### config.mk
export PLATFORM = sky130hd
export DESIGN_NAME = serv_arbiter
export DESIGN_NICKNAME = d
export VERILOG_FILES = /design/src/rtl/serv_arbiter.sv
export SDC_FILE = /design/constraint.sdc
export NUM_CORES = 1
export LEC_CHECK = 0
export BUFFER_PORTS_ARGS = -buffer_cell sky130_fd_sc_hd__buf_4
export CORE_AREA = 2 2 106 108
export CTS_CLUSTER_DIAMETER = 200
export DETAILED_ROUTE_END_ITERATION = 12
export DIE_AREA = 0 0 108 110
export PLACE_DENSITY = 0.74
export SLEW_MARGIN = 10
export SYNTH_ARGS = -nofsm -noshare
export SYNTH_HDL_FRONTEND = slang
export SYNTH_SLANG_ARGS = --single-unit
### constraint.sdc
create_clock -name clk -period 2.4 [get_ports clk]
set_input_delay 0.12 -clock clk [delete_from_list [all_inputs] [get_ports clk]]
set_output_delay 0.12 -clock clk [all_outputs]
set_load 0.05 [all_outputs]
### src/rtl/serv_arbiter.sv
// -----------------------------------------------------------------------------
// serv_arbiter
//   Shares one Wishbone master port between the SERV instruction bus (ibus)
//   and data bus (dbus). The data bus wins when both request in the same
//   cycle. The granted master's request is registered on grant, so the
//   Wishbone request is stable for the whole transfer and the request-to-cyc
//   latency is one cycle. After every transfer the arbiter spends at least
//   one cycle in IDLE.
//
//   Optional feature (macro SERV_ARB_TIMEOUT_EN): a transfer that gets no
//   i_wb_ack within TIMEOUT_CYCLES granted cycles is completed towards the
//   master with read data 0, and o_timeout pulses for that cycle. Without the
//   macro there is no counter, o_timeout is tied to 0 and the arbiter waits
//   for ack indefinitely.
//
// Parameters
//   TIMEOUT_CYCLES  granted cycles allowed before abort (must be >= 1;
//                   only used with SERV_ARB_TIMEOUT_EN)
//
// Ports
//   clk, i_rst                  clock (rising edge), sync active-high reset
//   i_ibus_adr/cyc              instruction fetch request
//   o_ibus_rdt/ack              instruction fetch response
//   i_dbus_adr/dat/sel/we/cyc   data request
//   o_dbus_rdt/ack              data response
//   o_wb_adr/dat/sel/we/cyc     shared Wishbone master request
//   i_wb_rdt/ack                shared Wishbone slave response
//   o_timeout                   one-cycle pulse when a transfer is aborted
// -----------------------------------------------------------------------------
module serv_arbiter #(
   parameter int unsigned TIMEOUT_CYCLES = 255
) (
   input  logic        clk,
   input  logic        i_rst,
   input  logic [31:0] i_ibus_adr,
   input  logic        i_ibus_cyc,
   output logic [31:0] o_ibus_rdt,
   output logic        o_ibus_ack,
   input  logic [31:0] i_dbus_adr,
   input  logic [31:0] i_dbus_dat,
   input  logic [3:0]  i_dbus_sel,
   input  logic        i_dbus_we,
   input  logic        i_dbus_cyc,
   output logic [31:0] o_dbus_rdt,
   output logic        o_dbus_ack,
   output logic [31:0] o_wb_adr,
   output logic [31:0] o_wb_dat,
   output logic [3:0]  o_wb_sel,
   output logic        o_wb_we,
   output logic        o_wb_cyc,
   input  logic [31:0] i_wb_rdt,
   input  logic        i_wb_ack,
   output logic        o_timeout
);

   typedef enum logic [1:0] {
      IDLE = 2'd0,
      IBUS = 2'd1,
      DBUS = 2'd2
   } state_t;

   state_t      state_q, state_d;
   logic [31:0] wb_adr_q, wb_adr_d;
   logic [31:0] wb_dat_q, wb_dat_d;
   logic [3:0]  wb_sel_q, wb_sel_d;
   logic        wb_we_q, wb_we_d;

   logic        granted;     // a master currently owns the bus
   logic        granted_cyc; // the owning master still holds its request
   logic        tmo_hit;     // transfer expires this cycle without a real ack
   logic        bus_ack;     // completion seen by the owning master

   assign granted     = (state_q != IDLE);
   assign granted_cyc = ((state_q == IBUS) && i_ibus_cyc) ||
                        ((state_q == DBUS) && i_dbus_cyc);

`ifdef SERV_ARB_TIMEOUT_EN
   // The counter holds the number of granted cycles already completed, so the
   // Nth granted cycle sees N-1 and expiry is the cycle where it equals
   // TIMEOUT_CYCLES-1.
   localparam int unsigned     CNT_W    = (TIMEOUT_CYCLES > 1) ? $clog2(TIMEOUT_CYCLES) : 1;
   localparam logic [CNT_W-1:0] CNT_LAST = CNT_W'(TIMEOUT_CYCLES - 1);

   logic [CNT_W-1:0] tmo_cnt_q, tmo_cnt_d;

   always_comb begin
      tmo_cnt_d = '0;
      if (granted && (tmo_cnt_q != CNT_LAST)) begin
         tmo_cnt_d = tmo_cnt_q + 1'b1;
      end
   end

   always_ff @(posedge clk) begin
      if (i_rst) begin
         tmo_cnt_q <= '0;
      end else begin
         tmo_cnt_q <= tmo_cnt_d;
      end
   end

   // A real ack in the expiry cycle wins over the timeout.
   assign tmo_hit = granted_cyc && (tmo_cnt_q == CNT_LAST) && !i_wb_ack;
`else
   // Keeps the parameter referenced in the build without the timeout feature.
   localparam int unsigned UNUSED_TIMEOUT_CYCLES = TIMEOUT_CYCLES;

   assign tmo_hit = 1'b0;
`endif

   // Acks are suppressed while reset is asserted so a reset mid-transfer never
   // completes the aborted access towards either master.
   assign bus_ack    = (i_wb_ack || tmo_hit) && !i_rst;
   assign o_ibus_ack = (state_q == IBUS) && bus_ack;
   assign o_dbus_ack = (state_q == DBUS) && bus_ack;
   assign o_ibus_rdt = tmo_hit ? 32'h0 : i_wb_rdt;
   assign o_dbus_rdt = tmo_hit ? 32'h0 : i_wb_rdt;
   assign o_timeout  = tmo_hit && !i_rst;

   assign o_wb_cyc = granted;
   assign o_wb_adr = wb_adr_q;
   assign o_wb_dat = wb_dat_q;
   assign o_wb_sel = wb_sel_q;
   assign o_wb_we  = wb_we_q;

   always_comb begin
      state_d  = state_q;
      wb_adr_d = wb_adr_q;
      wb_dat_d = wb_dat_q;
      wb_sel_d = wb_sel_q;
      wb_we_d  = wb_we_q;
      case (state_q)
         IDLE: begin
            if (i_dbus_cyc) begin
               state_d  = DBUS;
               wb_adr_d = i_dbus_adr;
               wb_dat_d = i_dbus_dat;
               wb_sel_d = i_dbus_sel;
               wb_we_d  = i_dbus_we;
            end else if (i_ibus_cyc) begin
               // Instruction fetches are always full-word reads.
               state_d  = IBUS;
               wb_adr_d = i_ibus_adr;
               wb_dat_d = 32'h0;
               wb_sel_d = 4'b1111;
               wb_we_d  = 1'b0;
            end
         end
         IBUS: begin
            if (!i_ibus_cyc || i_wb_ack || tmo_hit) begin
               state_d = IDLE;
            end
         end
         DBUS: begin
            if (!i_dbus_cyc || i_wb_ack || tmo_hit) begin
               state_d = IDLE;
            end
         end
         default: begin
            state_d = IDLE;
         end
      endcase
   end

   always_ff @(posedge clk) begin
      if (i_rst) begin
         state_q  <= IDLE;
         wb_adr_q <= 32'h0;
         wb_dat_q <= 32'h0;
         wb_sel_q <= 4'h0;
         wb_we_q  <= 1'b0;
      end else begin
         state_q  <= state_d;
         wb_adr_q <= wb_adr_d;
         wb_dat_q <= wb_dat_d;
         wb_sel_q <= wb_sel_d;
         wb_we_q  <= wb_we_d;
      end
   end

endmodule

After elaboration in Yosys (flattened, before gate mapping)
Cells that the tools add are included.
{"block": "classes", "n_mux": 13, "eq_ne": 5, "n_reduce_logical": 13}
{"op": "$mux W32", "n": 4}
{"op": "$mux W2", "n": 4}
{"op": "$mux W4", "n": 2}
{"op": "$pmux W2 S3", "n": 1}
{"op": "$ne A2 B1 Y1 const B", "n": 2}
{"op": "$reduce_bool A2 Y1", "n": 2}
{"op": "$logic_and A1 B1 Y1", "n": 3}
{"op": "$logic_not A1 Y1", "n": 3}
{"op": "$ne A3 B3 Y1 const B", "n": 1}
{"op": "$reduce_and A3 Y1", "n": 1}
{"op": "$eq A2 B1 Y1 const B", "n": 1}
{"op": "$eq A2 B2 Y1 const B", "n": 1}
{"op": "$logic_not A2 Y1", "n": 1}
{"op": "$logic_or A1 B1 Y1", "n": 2}
{"op": "$mux W1", "n": 2}
{"op": "$reduce_and A2 Y1", "n": 1}
{"block": "totals", "ff_bits": 71, "input_bits": 138, "elab_cells": 36}

Logic depth before layout (Yosys ltp)
Gate-level depths: netlist (run 1).
{"block": "logic_depth", "ltp_word": 4, "mapped_depth": 6, "depth_no_buf": 4}

Worst setup path after synthesis (run 1)
Ideal clock, no wire load.
{"block": "synth_path", "path_kind": "flip-flop to output port", "startpoint": "reg state_q[1]", "endpoint": "out o_dbus_ack", "setup_slack_ns": 0.611, "arrival_ns": 1.669, "stages_incl_launch_ff": 3, "cell_sequence": "dfxtp_1 -> nand2_1 -> nor3_1"}
{"block": "synth_between", "elab_chain_cells": 2}
{"element": "from (decl)", "line_no": "62", "source": "state_t state_q, state_d;"}
{"element": "from (signal assigned)", "line_no": "172", "source": "state_q <= state_d;"}
{"element": "$eq A2 B2 Y1", "line_no": "114", "source": "assign o_dbus_ack = (state_q == DBUS) && bus_ack;"}
{"element": "$logic_and A1 B1 Y1", "line_no": "114"}
{"element": "to (decl)", "line_no": "45", "source": "output logic o_dbus_ack,"}
Every way passes these cells.

Worst setup path after layout (run 1)
{"block": "layout_path", "startpoint": "reg state_q[1]", "endpoint": "reg wb_adr_q[23], in the netlist o_wb_adr[23]"}
{"block": "layout_between", "elab_chain_cells": 2}
{"element": "$logic_not A2 Y1", "line_no": "131", "source": "case (state_q)"}
{"element": "$reduce_and A2 Y1 (no line)"}
{"element": "to (signal assigned)", "line_no": "173", "source": "wb_adr_q <= wb_adr_d;"}
{"element": "to (decl)", "line_no": "63", "source": "logic [31:0] wb_adr_q, wb_adr_d;"}
Every way passes these cells.
A chain may end at the register's enable or synchronous reset.

==> results of run 1 <==
[sequential cells by signal, summed over array words and instances, names as in the netlist]
register and count:
o_wb_adr 32, o_wb_dat 32, o_wb_sel 4, o_wb_we 1, state_q 2
[logic make-up after synthesis]
logic type | share of synthesized area, %
and+or+nand+nor | 7.42
other | 0.103
muxes | 8.80
buffers and inverters | 19.7
DFF | 39.0
AOI/OAI and AO/OA | 25.0
[synthesized netlist by cell type]
| master | count | share of area (%) |
|---|---|---|
| sky130_fd_sc_hd__nor4b_1 | 2 | 0.48 |
| sky130_fd_sc_hd__or2_1 | 1 | 0.17 |
| sky130_fd_sc_hd__dfxtp_1 | 71 | 39 |
| sky130_fd_sc_hd__o21ai_0 | 8 | 1.1 |
| sky130_fd_sc_hd__buf_4 | 67 | 14 |
| sky130_fd_sc_hd__a211oi_1 | 2 | 0.41 |
| sky130_fd_sc_hd__clkbuf_1 | 10 | 1.0 |
| sky130_fd_sc_hd__nor3_1 | 6 | 0.82 |
| sky130_fd_sc_hd__a21oi_1 | 68 | 9.3 |
| sky130_fd_sc_hd__inv_6 | 1 | 0.24 |
| sky130_fd_sc_hd__nor2_1 | 4 | 0.41 |
| sky130_fd_sc_hd__inv_1 | 1 | 0.10 |
| sky130_fd_sc_hd__nor2_8 | 1 | 0.55 |
| sky130_fd_sc_hd__conb_1 | 1 | 0.10 |
| sky130_fd_sc_hd__mux2i_1 | 32 | 8.8 |
| sky130_fd_sc_hd__a211oi_2 | 30 | 10 |
| sky130_fd_sc_hd__buf_6 | 10 | 3.1 |
| sky130_fd_sc_hd__buf_2 | 10 | 1.4 |
| sky130_fd_sc_hd__nor3b_4 | 1 | 0.52 |
| sky130_fd_sc_hd__or3b_2 | 1 | 0.24 |
| sky130_fd_sc_hd__nand2_1 | 35 | 3.6 |
| sky130_fd_sc_hd__nor2_4 | 2 | 0.62 |
| sky130_fd_sc_hd__o21ai_1 | 26 | 3.6 |
| sky130_fd_sc_hd__a21oi_2 | 1 | 0.24 |
[per-layer routing]
| layer | vias up | track usage, % | share of wire, % |
|---|---|---|---|
| met1 | 1418 | 18.2 | 39 |
| li1 | 1496 | - | - |
| met5 | - | 0 | 0 |
| met4 | 0 | 7.33 | 1.7 |
| met3 | 22 | 5.82 | 10 |
| met2 | 162 | 29.0 | 50 |
[critical path, cell delays in order (launching register included)]
cell and delay, ns:
sky130_fd_sc_hd__dfxtp_1 0.43, sky130_fd_sc_hd__nor2_8 0.17, sky130_fd_sc_hd__inv_6 0.11, sky130_fd_sc_hd__nor2_4 0.85, sky130_fd_sc_hd__a211oi_2 0.16
[stage by stage]
step | total power [mW] | utilization (%)
finish | 3.33 | 44.3
floorplan | 2.31 | -
global placement | 2.33 | 42.0
detailed placement | 2.36 | 42.0
global route | 3.48 | 44.3
CTS | 3.39 | 44.3
[what timing repair did]
action,4_1_cts,5_1_grt
endpoints found under the setup margin,0,0
hold buffers,3,0
hold endpoints to repair,3,0
resized for setup,0,0
[power groups by stage]
stage / sequential (mW) / combinational, mW / clock [mW]
floorplan: 1.68 / 0.630 / 0
global placement: 1.36 / 0.974 / 0
detailed placement: 1.36 / 0.993 / 0
CTS: 1.34 / 0.998 / 1.05
global route: 1.35 / 1.05 / 1.09
finish: 1.34 / 0.988 / 1.01
[layout make-up]
| cell class | instances | area [um2] |
|---|---|---|
| sequential | 71 | 1420 |
| clock buffer | 14 | 173 |
| multi-input combinational | 221 | 1500 |
| tap | 140 | 175 |
| clock inverter | 2 | 37.5 |
| timing repair buffer | 187 | 1410 |
| inverter | 2 | 12.5 |
| fill | 1043 | 5960 |
[final timing paths]
check             start            to  slack (ns)
max          state_q[1]  o_wb_adr[23]        0.48
min           i_dbus_we       o_wb_we        0.03
max reg2reg  state_q[1]  o_wb_adr[23]        0.48
min reg2reg     o_wb_we       o_wb_we        0.48
==> metrics.yaml, run 1 <==
die:
  initial_core_util_pct: 34.0
  core_region_area_um2: 10700
  num_rows: 38
  die_h_um: 110
  ioPinCount: 275
  die-area_um2: 11900
  die_width_um: 108
pwr:
  power.leakage_nw: 2.10
  internal_power_mw: 2.20
  netSwitchingPower_mw: 1.13
  power-per-cell-area_nw_per_um2: 704
  vdd_ir_drop_max_mv: 0.307
  clockPowerShare_pct: 30.2
  comb_power_share_pct: 29.6
  share_seq_of_total_power_pct: 40.1
  switching_share_pct: 33.9
run_status:
  run_status: "finished, final reports clean"
detailed_routing:
  route.detailed.wl_per_inst_um: 16.1
  post-route-drc-count: 0
  first_iter_violations: 97
  postRouteWirelength_um: 10300
  dr_total_vias: 3098
  drt.antenna.violating_nets: 0
  drtPass1Iterations: 4
  via_per_inst: 4.86
timing:
  timing.clock.skew_ns: 0.00564
  report.final.setup_viol: 0
  maxClockFrequency_ghz: 0.521
  fin_crit_period_ns: 1.92
  slew_headroom_pct: 27.5
  fin_crit_sh_pct: 80.0
  setup_ws_final_ns: 0.481
  worst-slew-pin-transition_ns: 1.09
  grt_setup_unrepaired: "false"
  slew_viol_final: 0
  tns_ns: 0
  holdWs_ns: 0.0269
  finalHoldViolCount: 0
worst_setup_path:
  worst_ep_required_time_ns: 2.57
  critPathMaxFanout: 35
  timing.reg2reg.worst_path_depth: 4
  critical_path.startpoint_type: "flip-flop"
  endpoint_kind: "flip-flop"
  critical_path_arrival_ns: 2.09
  timing.setup.critical_path_class: "reg2reg"
hold_path:
  type_of_the_most_critical_hold_path: "in2reg"
  worst_hold_path.num_cells: 3
placement:
  dp.cells: 618
  place_congestion: 0.755
  place.port_buffers: 177
  place.detailed.hpwl_um: 7440
  placed_area_um2: 4490
  pre_cts_ws_ns: 0.430
logic_synthesis:
  synth.ff_latch_count: 71
  synth_cells: 391
  synth_area_um2: 3640
  synth_warnings: 0
  syn_avg_cell_area_um2: 9.31
  share_of_the_yosys_chip_area_belonging_to_registers_pct: 39.0
  synth_fp_nets: 529
  post_synth_num_cell_types: 24
clock_tree:
  cts.sinks: 71
  post-cts-setup-buffer-count: 0
  clock_latency_ns: 0.34
  h-tree-depth: 3
  tritoncts.num_buffers: 9
  clockRootBuffer: "sky130_fd_sc_hd__clkbuf_8"
  path_clk_slew_ns: 0.08
  tritoncts: "done"
  clock_path_buffers: 2
global_routing:
  grt_usage_pct: 16.6
  grt_overflow: 0
  largest_net_degree_at_the_start_of_global_routing: 37
  number_of_global_route_vias_before_repair: 3083
  grt_first_pass_wirelength_um: 15200
  number_of_antenna_violations_at_the_first_check_in_global_routing: 0
finish:
  total_non_filler_cell_area_in_the_finished_layout_um2: 4730
  final_cell_count_no_fill: 637
  layout.cells.most_common_list: "sky130_fd_sc_hd__buf_4, sky130_fd_sc_hd__dfxtp_1, sky130_fd_sc_hd__a21oi_1"
  nets: 630
  flow.area_growth_from_synthesis_pct: 30.0
  antennaDiodeCount: 0
  final_layout_size_suffix_gt1_share_pct: 47.3
  layout_commonest_cell: "sky130_fd_sc_hd__buf_4"
flow_run:
  max_capacitance_violation_count: 0
Power figures use the tool's default switching activity.
==> run 2, diff against run 1 <==
Settings changed: CORE_AREA 2 2 106 108 to default, CORE_ASPECT_RATIO from default to 0.6, CORE_UTILIZATION from default to 37, DIE_AREA 0 0 108 110 to default, PLACE_DENSITY 0.74 to 0.82.
Clock period 2.4 ns to 1.65 ns, I/O delays scaled along.
==> run 2 against run 1 <==
  * Via count up 1.9%
  * Combinational power rose by 48%
  * Critical path depth down 1
  * Sequential cell count stayed put
==> metrics.yaml, run 2 (synthesis gave the netlist of run 1 again) <==
run_status:
  run_status: "finished, final reports clean"
worst_setup_path:
  timing.reg2reg.worst_path_depth: 4  # unchanged
  critical_path.startpoint_type: "flip-flop"
  timing.setup.critical_path_class: "reg2out"
  worst_ep_required_time_ns: 1.57  # -1.00 ns
  critical_path.reg2reg.endpoint: "o_wb_adr[25]"
  r2r_start: "state_q[1]"
  critical_path_arrival_ns: 1.37  # -0.72 ns
  setup.reg_to_reg.worst_slack_ns: 0.27  # -0.21 ns
  critPathMaxFanout: 35  # unchanged
  endpoint_kind: "output port"
placement:
  place.port_buffers: 177  # unchanged
  place_congestion: 0.743  # -1.7%
  place.detailed.hpwl_um: 7170  # -3.6%
timing:
  fin_crit_sh_pct: 88.0
  fin_crit_period_ns: 1.45
  grt_setup_unrepaired: "false"
  slew_viol_final: 0  # unchanged
  maxClockFrequency_ghz: 0.689
  tns_ns: 0  # unchanged
  worst-slew-pin-transition_ns: 0.554  # -0.531 ns
  report.final.setup_viol: 0  # unchanged
  timing.clock.skew_ns: 0.00876  # +0.00313 ns
  slew_headroom_pct: 63.1  # +36 points
  finalHoldViolCount: 0  # unchanged
global_routing:
  grt_first_pass_wirelength_um: 14900  # -2.5%
  largest_net_degree_at_the_start_of_global_routing: 46  # +24%
  number_of_antenna_violations_at_the_first_check_in_global_routing: 0  # unchanged
  grt_overflow: 0  # unchanged
  number_of_global_route_vias_before_repair: 2971  # -3.6%
  grt_usage_pct: 18.9  # +2.3 points
die:
  ioPinCount: 275  # unchanged
  initial_core_util_pct: 38.9  # +4.9 points
  die_width_um: 130  # +20%
  die-area_um2: 10300  # -14%
  die_h_um: 78.8  # -28%
  num_rows: 27  # -29%
  core_region_area_um2: 9360  # -13%
pwr:
  power_mw: 5.51  # +65%
  power-per-cell-area_nw_per_um2: 1120  # +60%
  power.leakage_nw: 2.19  # +4.1%
  vdd_ir_drop_max_mv: 0.615  # +100%
finish:
  antennaDiodeCount: 0  # unchanged
  final_layout_size_suffix_gt1_share_pct: 48.3  # +1.0 points
  flow.area_growth_from_synthesis_pct: 34.6
  layout_commonest_cell: "sky130_fd_sc_hd__buf_4"
  nets: 632  # +0.32%
  layout.cells.most_common_list: "sky130_fd_sc_hd__buf_4, sky130_fd_sc_hd__dfxtp_1, sky130_fd_sc_hd__a21oi_1"
flow_run:
  max_capacitance_violation_count: 0  # unchanged
clock_tree:
  h-tree-depth: 3  # unchanged
  cts.sinks: 71  # unchanged
  path_clk_slew_ns: 0.06  # -0.02 ns
  clock_path_buffers: 2  # unchanged
  clockRootBuffer: "sky130_fd_sc_hd__clkbuf_16"
  tritoncts: "done"
  post-cts-setup-buffer-count: 0  # unchanged
  tritoncts.num_buffers: 9  # unchanged
  clock_latency_ns: 0.33  # about the same
detailed_routing:
  route.detailed.wl_per_inst_um: 15.5  # -4.2%
  dr_total_vias: 3158  # +1.9%
  postRouteWirelength_um: 9720  # -5.4%
  drtPass1Iterations: 5  # +1
  drt.antenna.violating_nets: 0  # unchanged
  post-route-drc-count: 0  # unchanged
  via_per_inst: 5.02  # +3.2%
  first_iter_violations: 171  # +76%
hold_path:
  type_of_the_most_critical_hold_path: "in2reg"
  worst_hold_path.num_cells: 3  # unchanged
  hold_path_startpoint: "i_dbus_dat[13]"
  hold_path_end: "o_wb_dat[13]"
==> run 2: report_power, final <==
part           leakage (nW)  internal, mW  switching, mW
registers             0.588          1.86         0.0912
clock network         0.160          1.40          0.690
logic                  1.44         0.545          0.919
total                  2.19          3.81           1.70
==> run 2: area by class of cell <==
| class | instances | area (um2) |
|---|---|---|
| tap | 130 | 163 |
| fill | 857 | 4460 |
| clock buffer | 13 | 260 |
| timing repair buffer | 189 | 1460 |
| inverter | 2 | 12.5 |
| sequential | 71 | 1420 |
| multi-input combinational | 221 | 1510 |
| clock inverter | 3 | 65.1 |
==> run 2: critical path, stage by stage, from the launching register on <==
cell and delay [ns]:
sky130_fd_sc_hd__dfxtp_2 0.47, sky130_fd_sc_hd__nor2_8 0.09, sky130_fd_sc_hd__inv_6 0.21, sky130_fd_sc_hd__buf_4 0.25
==> run 2: worst max-delay path by stage <==
stage | slack (ns) | end | depth (start not counted) | start
3_5_place_dp | 0.17 | o_wb_adr[25] | 5 | state_q[0]
3_3_place_gp | 0.25 | o_wb_adr[8] | 5 | state_q[1]
6_report | 0.20 | o_wb_cyc | 3 | state_q[1]
5_1_grt | 0.14 | o_wb_cyc | 3 | state_q[1]
2_1_floorplan | 0.30 | o_dbus_ack | 2 | state_q[1]
4_1_cts | 0.06 | o_wb_cyc | 3 | state_q[1]
==> run 2: layer usage <==
metal | vias up | routed length, um | track usage (%)
li1 | 1510 | - | -
met3 | 9 | 864 | 8.42
met2 | 166 | 4550 | 29.2
met5 | - | 0 | 0
met1 | 1473 | 4210 | 23.2
met4 | 0 | 90 | 6.51
==> run 2: per-stage QoR <==
step / hold WS [ns] / cell area, um2 / util (%) / cells / setup slack (ns)
floorplan: 0.223 / 3650 / - / 391 / 0.298
global placement: 0.165 / 4540 / 48.6 / 610 / 0.247
detailed placement: 0.165 / 4540 / 48.6 / 610 / 0.167
CTS: 0.00329 / 4900 / 52.4 / 629 / 0.0622
global route: 0.00393 / 4900 / 52.4 / 629 / 0.142
finish: 0.0118 / 4900 / 52.4 / 629 / 0.198
==> run 2: repair_timing <==
action / 4_1_cts / 5_1_grt
setup endpoints to repair: 0 / 1
hold endpoints to repair: 3 / 0
gates resized for setup: 0 / 2
hold buffers: 3 / 0
